File: config.mk
export PLATFORM = sky130hd
export DESIGN_NAME = gf180mcu_osu_sc_gp12t3v3__drv_stagger
export DESIGN_NICKNAME = d
export VERILOG_FILES = /design/src/rtl/gf180mcu_osu_sc_drv_pkg.sv /design/src/rtl/gf180mcu_osu_sc_gp12t3v3__sync2.sv /design/src/rtl/gf180mcu_osu_sc_gp12t3v3__drv_stagger.sv
export SDC_FILE = /design/constraint.sdc
export NUM_CORES = 1
export LEC_CHECK = 0
export ABC_CLOCK_PERIOD_IN_PS = 4059
export BUFFER_PORTS_ARGS = -buffer_cell sky130_fd_sc_hd__buf_2
export CORE_MARGIN = 4
export CORE_UTILIZATION = 57
export CTS_CLUSTER_SIZE = 28
export DETAILED_ROUTE_END_ITERATION = 6
export GPL_ROUTABILITY_DRIVEN = 0
export PLACE_DENSITY = 0.9
export REMOVE_ABC_BUFFERS = 1
export SYNTH_ARGS = -nofsm -noshare
export SYNTH_HDL_FRONTEND = slang
export SYNTH_HIERARCHICAL = 1
export SYNTH_SLANG_ARGS = --single-unit
File: constraint.sdc
create_clock -name CLK -period 4.06 [get_ports CLK]
set_clock_uncertainty 0.05 [all_clocks]
set_input_delay 0.203 -clock CLK [delete_from_list [all_inputs] [get_ports CLK]]
set_output_delay 0.203 -clock CLK [all_outputs]
set_load 0.005 [all_outputs]
File: src/rtl/gf180mcu_osu_sc_drv_pkg.sv
// Shared types and constants for the gf180mcu OSU staggered driver cells.
package gf180mcu_osu_sc_drv_pkg;

  typedef enum logic {
    IDLE,
    RAMP
  } drv_state_e;

  localparam logic PARK_LEVEL = 1'b1;

  localparam int unsigned SEGS_MAX = 32;
  localparam int unsigned STEP_MAX = 15;

endpackage

File: src/rtl/gf180mcu_osu_sc_gp12t3v3__sync2.sv
// Two-flop synchronizer for bringing an asynchronous level into the CLK domain.
module gf180mcu_osu_sc_gp12t3v3__sync2 (
  input  logic CLK,
  input  logic RN,
  input  logic D,
  output logic Q
);

  logic meta_q;
  logic sync_q;

  always_ff @(posedge CLK or negedge RN) begin
    if (!RN) begin
      meta_q <= 1'b0;
      sync_q <= 1'b0;
    end else begin
      meta_q <= D;
      sync_q <= meta_q;
    end
  end

  assign Q = sync_q;

endmodule

File: src/rtl/gf180mcu_osu_sc_gp12t3v3__drv_stagger.sv
// Staggered pre-driver: ramps SEGS segment outputs toward ~A one at a time, STEP cycles apart.
// Define GF180MCU_OSU_SC_DRV_STAGGER_SYNC_EN to put a 2-flop synchronizer in front of a_q.
module gf180mcu_osu_sc_gp12t3v3__drv_stagger
  import gf180mcu_osu_sc_drv_pkg::*;
#(
  parameter int unsigned SEGS = 8,
  parameter int unsigned STEP = 2
) (
  input  logic            CLK,
  input  logic            RN,
  input  logic            A,
  input  logic            EN,
  output logic [SEGS-1:0] Y,
  output logic            BUSY
);

  localparam int unsigned IDX_W = $clog2(SEGS) + 1;
  localparam int unsigned CNT_W = $clog2(STEP) + 1;

  localparam logic [IDX_W-1:0] LAST_IDX = IDX_W'(SEGS - 1);
  localparam logic [CNT_W-1:0] STEP_M1  = CNT_W'(STEP - 1);

  if ((SEGS < 1) || (SEGS > SEGS_MAX) || (STEP < 1) || (STEP > STEP_MAX)) begin : g_param_err
    $error("drv_stagger: SEGS must be 1..%0d and STEP 1..%0d", SEGS_MAX, STEP_MAX);
  end

  logic a_in;

`ifdef GF180MCU_OSU_SC_DRV_STAGGER_SYNC_EN
  gf180mcu_osu_sc_gp12t3v3__sync2 u_sync2 (
    .CLK (CLK),
    .RN  (RN),
    .D   (A),
    .Q   (a_in)
  );
`else
  assign a_in = A;
`endif

  logic             a_q;
  drv_state_e       state_q, state_d;
  logic             tgt_q, tgt_d;
  logic [SEGS-1:0]  y_q, y_d;
  logic [IDX_W-1:0] idx_q, idx_d;
  logic [CNT_W-1:0] cnt_q, cnt_d;

  always_ff @(posedge CLK or negedge RN) begin
    if (!RN) begin
      a_q     <= 1'b0;
      state_q <= IDLE;
      tgt_q   <= PARK_LEVEL;
      y_q     <= {SEGS{PARK_LEVEL}};
      idx_q   <= '0;
      cnt_q   <= '0;
    end else begin
      a_q     <= a_in;
      state_q <= state_d;
      tgt_q   <= tgt_d;
      y_q     <= y_d;
      idx_q   <= idx_d;
      cnt_q   <= cnt_d;
    end
  end

  // Priority: park on EN low, then (re)start on a new target, then step the ramp.
  always_comb begin
    state_d = state_q;
    tgt_d   = tgt_q;
    y_d     = y_q;
    idx_d   = idx_q;
    cnt_d   = cnt_q;
    if (!EN) begin
      state_d = IDLE;
      tgt_d   = PARK_LEVEL;
      y_d     = {SEGS{PARK_LEVEL}};
      idx_d   = '0;
      cnt_d   = '0;
    end else if (~a_q != tgt_q) begin
      tgt_d   = ~a_q;
      y_d[0]  = ~a_q;
      idx_d   = IDX_W'(1);
      cnt_d   = STEP_M1;
      state_d = (SEGS == 1) ? IDLE : RAMP;
    end else if (state_q == RAMP) begin
      if (cnt_q != '0) begin
        cnt_d = cnt_q - CNT_W'(1);
      end else begin
        for (int i = 1; i < SEGS; i++) begin
          if (idx_q == IDX_W'(i)) y_d[i] = tgt_q;
        end
        cnt_d = STEP_M1;
        // idx parks on the last segment rather than running past it.
        if (idx_q == LAST_IDX) state_d = IDLE;
        else                   idx_d   = idx_q + IDX_W'(1);
      end
    end
  end

  always_comb begin
    Y    = y_q;
    BUSY = (state_q == RAMP);
  end

endmodule
# Word-level counts from Yosys, hierarchy flattened
# Cells that the tools add are included.
# totals
regBits	17
input_bits	4
output_inout_bits	9
wordCells	74
# classes
addsub	2
n_eq_ne	22
mux	27
n_bitwise	1
reduce_logical	9
# ops
op	count
$reduce_and 4->1	7
$mux 7	3
$mux 4	5
$ne 2x1->1 const B	9
$eq 4x3->1 const B	4
$mux 1	14
$eq 4x2->1 const B	2
$mux 2	4
$mux 8	1
$ne 3x3->1 const B	2
$add 4x1->4 const B	1
$eq 4x1->1 const B	1
$ne 2x2->1 const B	2
$ne 3x1->1 const B	1
$reduce_and 3->1	1
$reduce_bool 2->1	1
$sub 2x1->2 const B	1
$ne 1x1->1	1
$not 1->1	1

# Depth between registers and ports, before layout
# Gate-level depths: netlist (run 1).
# depth
word_depth	6
ltp_mapped	4
ltp_nobuf	4

# Least setup slack after synthesis (run 1)
# Ideal clock, no wire load.
# synth_timing
path_kind	reg-to-reg
from	register idx_q[0]
to	register idx_q[3]
arrival_ns	1.481
setup_slack_ns	2.451
path_stages_with_launch	5
n_path_buf	0
period_less_slack_ns	1.609
path_cell_list	dfrtp_1 > ha_1 > and3b_2 > or4_1 > a21oi_1
# synth_between
elab_chain_cells	6
# synth_lines
item	line	source
from (decl)	gf180mcu_osu_sc_gp12t3v3__drv_stagger.sv:44	logic [IDX_W-1:0] idx_q, idx_d;
from (signal assigned)	gf180mcu_osu_sc_gp12t3v3__drv_stagger.sv:60	idx_q <= idx_d;
$add 4x1->4	gf180mcu_osu_sc_gp12t3v3__drv_stagger.sv:94	else idx_d = idx_q + IDX_W'(1);
$mux 4	gf180mcu_osu_sc_gp12t3v3__drv_stagger.sv:93	if (idx_q == LAST_IDX) state_d = IDLE;
$mux 4	gf180mcu_osu_sc_gp12t3v3__drv_stagger.sv:85	if (cnt_q != '0) begin
$mux 4	gf180mcu_osu_sc_gp12t3v3__drv_stagger.sv:84	end else if (state_q == RAMP) begin
$mux 4	gf180mcu_osu_sc_gp12t3v3__drv_stagger.sv:78	end else if (~a_q != tgt_q) begin
$mux 4	gf180mcu_osu_sc_gp12t3v3__drv_stagger.sv:72	if (!EN) begin
# Parallel ways exist; a longest one is shown, timed or not. The select of a mux whose other input is x is not followed.
# A chain may end at the register's enable or synchronous reset.

# Final worst setup path (run 1)
# Same ends and word-level chain as after synthesis.

==> results of run 1 <==
-- synth_stat cells (all sizes together) (2+ instances only) --
| master | instances |
|---|---|
| o21ai | 3 |
| buf | 2 |
| nand4 | 6 |
| dfstp | 8 |
| o31ai | 4 |
| inv | 5 |
| a21oi | 7 |
| nand3 | 3 |
| nor2 | 9 |
| dfrtp | 8 |
| ha | 4 |
| mux2i | 6 |
| nand2 | 2 |
-- cells by family after synthesis --
group | share of synthesized area
flops | 0.501
xor+xnor | 0.0214
compound gates | 0.105
simple gates | 0.195
buf+inv | 0.0427
mux | 0.0733
fa+ha+maj | 0.0611
-- worst paths after layout --
check | depth (start not counted) | slack, ps | end | startpoint
worst max-delay path | 4 | 2310 | idx_q[3] | idx_q[0]
worst min-delay path | 2 | 30 | Y[0] | EN
worst max register to register | 4 | 2310 | idx_q[3] | idx_q[0]
worst min register to register | 1 | 420 | Y[0] | a_q
max in group asynchronous | 2 | 3370 | Y[4] | RN
min in group asynchronous | 2 | 290 | a_q | RN
-- per-layer routing --
layer / share of wire / track usage
met5: 0 / 0
met1: 0.45 / 0.240
met2: 0.47 / 0.305
met3: 0.050 / 0.0277
met4: 0.021 / 0.0852
-- cells in the final DEF (no fill, tap or decap) --
cell            n
clkbuf_4        3
nor4_1          1
dfstp_2         8
inv_1           5
clkinv_1        1
ha_1            4
o21ai_0         3
and3b_2         1
nand3_1         3
o31ai_1         4
a21oi_1         7
nor2b_1         1
xnor2_1         1
buf_2          12
nand3b_1        1
dlygate4sd3_1   2
or4_1           1
xor2_1          1
a31oi_1         1
or3b_1          1
or3_2           1
nand2_1         2
nor2_1          9
dfrtp_1         8
nor3b_2         1
mux2i_1         6
nand4_1         6
clkbuf_1        1
-- power groups by stage --
stage | sequential (uW) | clock, uW | combinational (uW)
floorplan | 173 | 0 | 18.8
global placement | 173 | 0 | 29.1
detailed placement | 174 | 0 | 30.3
CTS | 171 | 89.3 | 32.3
global route | 172 | 94.5 | 36.5
finish | 172 | 89.4 | 32.5
-- state kept, by name, summed over array words and instances (netlist names) --
signal and count:
Y 8, idx_q 4, cnt_q 2, BUSY 1, a_q 1
-- critical path, cell delays in order (launching register included) --
cell and delay [ps]:
dfrtp_1 450, ha_1 260, and3b_2 260, or4_1 520
a21oi_1 150
-- repair_timing --
| item | in CTS | in global routing |
|---|---|---|
| hold endpoints to repair | 9 | 0 |
| setup buffers | 0 | 0 |
| hold buffers | 2 | 0 |
-- area by class of cell --
type	instances	area, sq um
clock buffer	4	26.3
fill	107	402
inverter	6	22.5
multi-input combinational	55	374
sequential	16	410
tap	15	18.8
timing repair buffer	14	80.1
-- through the flow --
stage | setup WS [ps] | instances | cell area (sq um) | hold WS, ps | power [uW]
6_report | 2310 | 110 | 932 | 28.4 | 293
5_1_grt | 2200 | 110 | 932 | 51.9 | 303
4_1_cts | 2320 | 110 | 932 | 27.0 | 293
3_5_place_dp | 2330 | 104 | 886 | 73.9 | 204
3_3_place_gp | 2370 | 104 | 886 | 71.9 | 202
2_1_floorplan | 2450 | 77 | 807 | -143 | 192
==> metrics.txt, run 1 <==
ant diodes=0; Core Rows=13; Layout Utilization=0.699; Mean Syn Cell Area=10.4 sq um; Worst setup SP type=flop; Remaining Overflow, GRT=0; critical path type=reg2reg; Synth Instances=79; initial antenna violation count=0; fin crit share=0.431; Slew @ Worst Pin=662 ps; synth top area cells=dfstp_2, dfrtp_1, mux2i_1; Synth Flop Type=dfstp_2; Via density=5.98; DR iter-0 viols=22; Seq cells post-synth=16; Slew Viols, Final=0; largest net degree at the start of global routing=17; worst path required time=4230 ps; Clock power frac=0.305; worst hold path class=in2reg; Post-Route WL=1720 microns; Post-Synthesis Cell Area=820 sq um; CP max FO=5; status=finished, final reports clean; Reg power frac=0.585; DR pass1 iterations=4; Internal=215 uW; share of power burned in combinational logic=0.111; RSZ-0062 raised after global routing=false; worst-skew pair later-pin latency=290 ps; LEAKAGE=0.000418 uW; async set-or-reset flop fraction in the synthesized netlist=1.00; Yosys Warn Count=6; die width=45.9 microns; nets@finish=104; first-pass GRT wire length=2790 microns; Core Region=1330 sq um; number of enable flip-flop cells after synthesis=0; die height=45.9 microns; cts repair resizes=0; # clock sinks=16; vias in the first global route=623; worst vdd ir=0.236 mV; PortBufs=12; antenna viol nets, final=0; initial core utilization=0.614; switch share=0.269; clk buf depth=2; GRT Total Usage=0.187; Power Density=315 nW/um^2; CTS tree=built; Yosys top cell area share=0.256; Area growth, synth to finish=13.7%; post-synthesis sequential area ratio=0.501; crit end category=flop; total number of vias=658; Achievable Freq=0.572 GHz; Slew headroom=0.557; drt wl/cell=15.6 microns; max-capacitance violation count=0; Switch Pwr=78.8 uW; Final Hold Fails=0; Yosys top cell by area=dfstp_2; clk root buf=clkbuf_4; Num CTS Buffers=3; Reg clk slew, reported paths=90 ps; H-tree depth=1; I/O pin count=13; Unique masters post-synth=26; CP arrival=1920 ps; post-layout min period=1750 ps; Die Footprint=2110 sq um; hpwl dp=1210 microns; Setup-failing EPs final=0; share of cells above drive strength 1=0.274; DRC=0; Fin Setup TNS=0 ps
No activity file was read; power rests on OpenSTA's default activity.
==> run 2, diff against run 1 <==
- ABC_CLOCK_PERIOD_IN_PS: 4059 -> 1680
- CORE_UTILIZATION: 57 -> 53
- PLACE_DENSITY: 0.9 -> 0.85
- clock period: 4.06 -> 1.68 ns (I/O delays scaled with it)
==> run 2 against run 1 <==
Effect of this change: via count up 10%; combinational power rose to 3.6 times the previous value; setup slack worse by 2300 ps; hold slack better by 140 ps; sequential power up 140%; global-route usage up 2.0 points; design area up 9.9%.
==> metrics.txt, run 2 (same netlist as run 1, synthesis figures left out) <==
Layout Cells excl Fill=120 (+9.1%); GRT Total Usage=0.206 (+0.0196); crit-path cells=or3b_4 -> or4_1 -> a21oi_1; dpl cells=112 (+7.7%); status=finished, final reports clean; Power Density=757 nW/um^2 (+140%); drt wl/cell=15.9 microns (+2.1%); DR iter-0 viols=29 (+32%); Num CTS Buffers=3 (unchanged); vias in the first global route=687 (+10%); # clock sinks=16 (unchanged); fin crit share=0.978 (+0.547); Area growth, synth to finish=25.0%; first-pass GRT wire length=3120 microns (+12%); antenna viol nets, final=0 (unchanged); Slew @ Worst Pin=426 ps (-236 ps); Placed Instance Area=946 sq um (+6.8%); I/O pin count=13 (unchanged); crit end category=flop; Reg clk slew, reported paths=100 ps (about the same); LEAKAGE=0.000473 uW (+13%); worst hold path class=in2async; worst-skew pair later-pin latency=290 ps (about the same); most common cell after layout, fill and taps aside=buf_2; Slew Viols, Final=0 (unchanged); CTS tree=built; die width=47.3 microns (+3.0%); hpwl dp=1340 microns (+11%); CP arrival=1810 ps (-110 ps); worst path required time=1850 ps (-2380 ps); worst vdd ir=0.555 mV (+130%); Slew headroom=0.715 (+0.158); CP max-delay cell=or4_1; post-layout power=776 uW (+160%); Core Rows=13 (unchanged); die height=47.3 microns (+3.0%); ant diodes=0 (unchanged); Post-Route WL=1910 microns (+11%); Achievable Freq=0.609 GHz (+6.5%); clk root buf=clkbuf_4; Buf+Inv Stages, Crit Path=0 (unchanged); DR pass1 iterations=4 (unchanged); Core Region=1380 sq um (+3.7%); CP max FO=5 (unchanged); post-layout min period=1640 ps (-106 ps); initial antenna violation count=0 (unchanged); Via density=6.06 (+1.3%); max FFs per register=8 (unchanged); Worst setup SP type=flop; H-tree depth=1 (unchanged); share of cells above drive strength 1=0.362 (+0.0882); Layout Utilization=0.741 (+0.0423); Remaining Overflow, GRT=0 (unchanged); Die Footprint=2240 sq um (+6.2%); Final Hold Fails=0 (unchanged); max-capacitance violation count=0 (unchanged); Largest stage delay, worst path=480 ps (-40 ps); Setup-failing EPs final=0 (unchanged); clk buf depth=2 (unchanged); initial core utilization=0.593 (-0.0217); most frequent cells in the layout=buf_2, nor2_1, buf_4; kind of cell adding the most delay to the critical path=simple AND/OR/NAND/NOR gates; nets@finish=114 (+9.6%); PortBufs=12 (unchanged); design area=1020 sq um (+9.9%); largest net degree at the start of global routing=17 (unchanged); critical path type=reg2reg; DRC=0 (unchanged); total number of vias=727 (+10%)
run 2: area by class of cell:
cell class | count | area [sq um]
inverter | 6 | 22.5
timing repair buffer | 24 | 158
clock buffer | 4 | 36.3
multi-input combinational | 55 | 379
sequential | 16 | 410
tap | 15 | 18.8
fill | 92 | 358
run 2: path summary, 6_finish.rpt:
kind | from | to | depth (start not counted) | slack, ps
min in group CLK | a_q | Y[0] | 1 | 400
max reg2reg | cnt_q[1] | idx_q[3] | 3 | 40
min reg2reg | a_q | Y[0] | 1 | 400
max | cnt_q[1] | idx_q[3] | 3 | 40
min | RN | idx_q[1] | 2 | 170
max in group asynchronous | RN | Y[2] | 2 | 1100
run 2: what timing repair did:
action / 4_1_cts / 5_1_grt
hold endpoints to repair: 19 / 0
pin swaps: 0 / 0
hold buffers: 3 / 0
resized for setup: 0 / 2
buffers inserted: 1 / 0
endpoints found under the setup margin: 1 / 1
run 2: power breakdown:
group	leakage (uW)	internal (uW)	switching [uW]
Clock	0.0000210	132	119
Combinational	0.000263	51.2	66.6
Sequential	0.000189	398	8.72
Total	0.000473	581	195
run 2: layer usage:
| metal | wire length, microns | GRT usage | vias to the layer above |
|---|---|---|---|
| met5 | 0 | 0 | - |
| met4 | 60 | 0.0663 | 0 |
| met3 | 135 | 0.0613 | 12 |
| met2 | 938 | 0.345 | 34 |
| met1 | 777 | 0.253 | 347 |
| li1 | - | - | 334 |
run 2: worst reg2reg max path, delay by kind of cell (launching register included):
family,cells,cell delay [ps]
AO/OA/AOI/OAI,1,160
flip-flops,1,430
AND/OR/NAND/NOR,2,930
run 2: through the flow:
step	setup TNS, ps	setup slack (ps)	hold slack, ps
after floorplan	0	71.3	-262
after global placement	0	117	-40.8
after detailed placement	0	18.6	-37.2
after CTS	0	26.1	174
after global routing	-0.675	-0.675	209
final	0	37.6	170
==> run 3, diff against run 2 <==
- ABC_AREA: unset -> 1
- CORE_UTILIZATION: 53 -> 55
- PLACE_DENSITY: 0.85 -> 0.87
==> run 3 against run 2 <==
Effect of this change: combinational power rose by 58%; first-iteration DRC count rose by 38%; critical path depth rose by 3; hold slack got worse by 140 ps; largest cell class is now multi-input combinational cells; fmax rose by 21%; final cell count rose by 24%; setup slack improved by 290 ps; die area rose by 9.4%; global-route usage fell by 3.4 points.
==> metrics.txt, run 3 <==
largest net degree at the start of global routing=17 (unchanged); Synth Instances=119 (+51%); pre-CTS worst setup slack=352 ps (+334 ps); Top Usage Layer GRT=met2; most frequent cell after synthesis=nand2_1; drt wl/cell=12.7 microns (-20%); Post-Route WL=1900 microns (-0.78%); Slew headroom=0.769 (+0.0538); post-layout min period=1360 ps (-286 ps); design area=1050 sq um (+2.1%); Final Hold Fails=0 (unchanged); clk root buf=clkbuf_4; Die Footprint=2450 sq um (+9.4%); share of cells above drive strength 1=0.271 (-0.0912); GRT Total Usage=0.172 (-0.0344); met2 Resource Use GR=0.277 (-0.0681); Yosys top cell by area=dfstp_2; hold wc startpoint=EN; Critical Path End=idx_q[0]; LEAKAGE=0.000549 uW (+16%); synth top area cells=dfstp_2, dfrtp_1, nand2_1; ant diodes=0 (unchanged); DR iter-0 viols=40 (+38%); PortBufs=12 (unchanged); Power Density=883 nW/um^2 (+17%); RSZ-0062 raised after global routing=false; # clock sinks=16 (unchanged); CTS tree=built; DR pass1 iterations=4 (unchanged); antenna viol nets, final=0 (unchanged); Setup-failing EPs final=0 (unchanged); fin crit share=0.808 (-0.170); Critical R2R Launch=idx_q[0]; worst vdd ir=0.630 mV (+14%); crit end category=flop; max-capacitance violation count=0 (unchanged); async set-or-reset flop fraction in the synthesized netlist=1.00 (unchanged); Remaining Overflow, GRT=0 (unchanged); hpwl dp=1410 microns (+4.6%); vias in the first global route=747 (+8.7%); Core Rows=14 (+1); worst hold path class=in2reg; Synth Flop Type=dfstp_2; Placed Instance Area=990 sq um (+4.6%); initial core utilization=0.608 (+0.0148); Area growth, synth to finish=10.4%; CP max FO=6 (+1); GR Util met1=0.213 (-0.0395); PnR worst setup slack=323 ps (+286 ps); I/O pin count=13 (unchanged); number of enable flip-flop cells after synthesis=0 (unchanged); status=finished, final reports clean; worst path required time=1830 ps (-20 ps); Num CTS Buffers=3 (unchanged); critical path type=reg2reg; setup slack, reg-to-reg=320 ps (+290 ps); die height=49.5 microns (+4.6%); post-synthesis sequential area ratio=0.433 (-0.0675); H-tree depth=1 (unchanged); CP arrival=1500 ps (-310 ps); RR Endpoint=idx_q[0]; first-pass GRT wire length=3220 microns (+3.1%); Post-Synthesis Cell Area=947 sq um (+16%); R2R depth=6 (+3); Reg clk slew, reported paths=100 ps (about the same); Yosys top cell area share=0.222 (-0.0346); launch point of the critical path=idx_q[0]; register area=410 sq um (unchanged); multi-input logic area=450 sq um (+19%); most frequent cells after synthesis=nand2_1, nand3_1, inv_1; Slew Viols, Final=0 (unchanged); max FFs per register=8 (unchanged); Unique masters post-synth=24 (-7.7%); fill count=121 (+32%); Core Region=1560 sq um (+13%); Achievable Freq=0.737 GHz (+21%); Mean Syn Cell Area=7.96 sq um (-23%); Worst setup SP type=flop; met3 GRT Util=0.0361 (-0.0252); Via density=5.39 (-11%); cts repair resizes=0 (unchanged); die width=49.5 microns (+4.6%); Seq cells post-synth=16 (unchanged); worst-skew pair later-pin latency=290 ps (about the same); Slew @ Worst Pin=347 ps (-79.1 ps); Yosys Warn Count=6 (unchanged); DRC=0 (unchanged); nets@finish=142 (+25%); clk buf depth=2 (unchanged); Fin Setup TNS=0 ps (unchanged); most common cell after layout, fill and taps aside=nand2_1; total number of vias=803 (+10%); initial antenna violation count=0 (unchanged); most frequent cells in the layout=nand2_1, nand3_1, buf_2
## run 3: final cells by class
cell class,instances,share of cell area
Inverter,13,0.0467
Timing Repair Buffer,14,0.0766
Clock buffer,4,0.0347
Sequential cell,16,0.392
Multi-Input combinational cell,86,0.431
Tap cell,16,0.0191
## run 3: worst min-delay path by stage
stage	depth (start not counted)	slack, ps	end
detailed placement	1	-40	idx_q[2]
global route	2	30	Y[0]
finish	2	30	Y[0]
CTS	2	20	Y[0]
global placement	1	-40	idx_q[2]
floorplan	0	-260	BUSY
## run 3: logic make-up after synthesis
group / Yosys count / share of synthesized area
buffers and inverters: 17 / 0.0911
adder cells (fa/ha/maj): 4 / 0.0528
flip-flops: 16 / 0.433
AO/OA/AOI/OAI: 10 / 0.0726
AND/OR/NAND/NOR: 72 / 0.350
## run 3: timing repair
| item | 4_1_cts | 5_1_grt |
|---|---|---|
| endpoints found under the hold margin | 17 | 0 |
| hold buffers | 2 | 0 |
| buffers inserted | 0 | 0 |
## run 3: where the power goes
group          switching, uW  total (uW)  internal [uW]
Sequential              31.7         476            444
Combinational            113         186           73.2
Clock                    130         262            132
## run 3: worst max-delay path, cell delays in order, from the launching register on
cell	delay [ps]
dfrtp_1	460
ha_1	270
nand3_2	140
nand3_1	160
nand2_1	70
nand3_1	60
nand2_1	50
## run 3: routing by layer
metal,vias to the layer above,part of all wire
met3,8,0.041
met5,-,0
met2,24,0.48
met1,365,0.45
li1,406,-
met4,0,0.027
## run 3: metrics by stage
step / hold WS, ps / power [uW] / utilization / std cells
2_1_floorplan: -262 / 590 / - / 115
3_3_place_gp: -38.4 / 653 / 0.635 / 143
5_1_grt: 30.3 / 979 / 0.671 / 149
4_1_cts: 20.8 / 929 / 0.671 / 149
6_report: 25.5 / 924 / 0.671 / 149
3_5_place_dp: -37.1 / 666 / 0.635 / 143
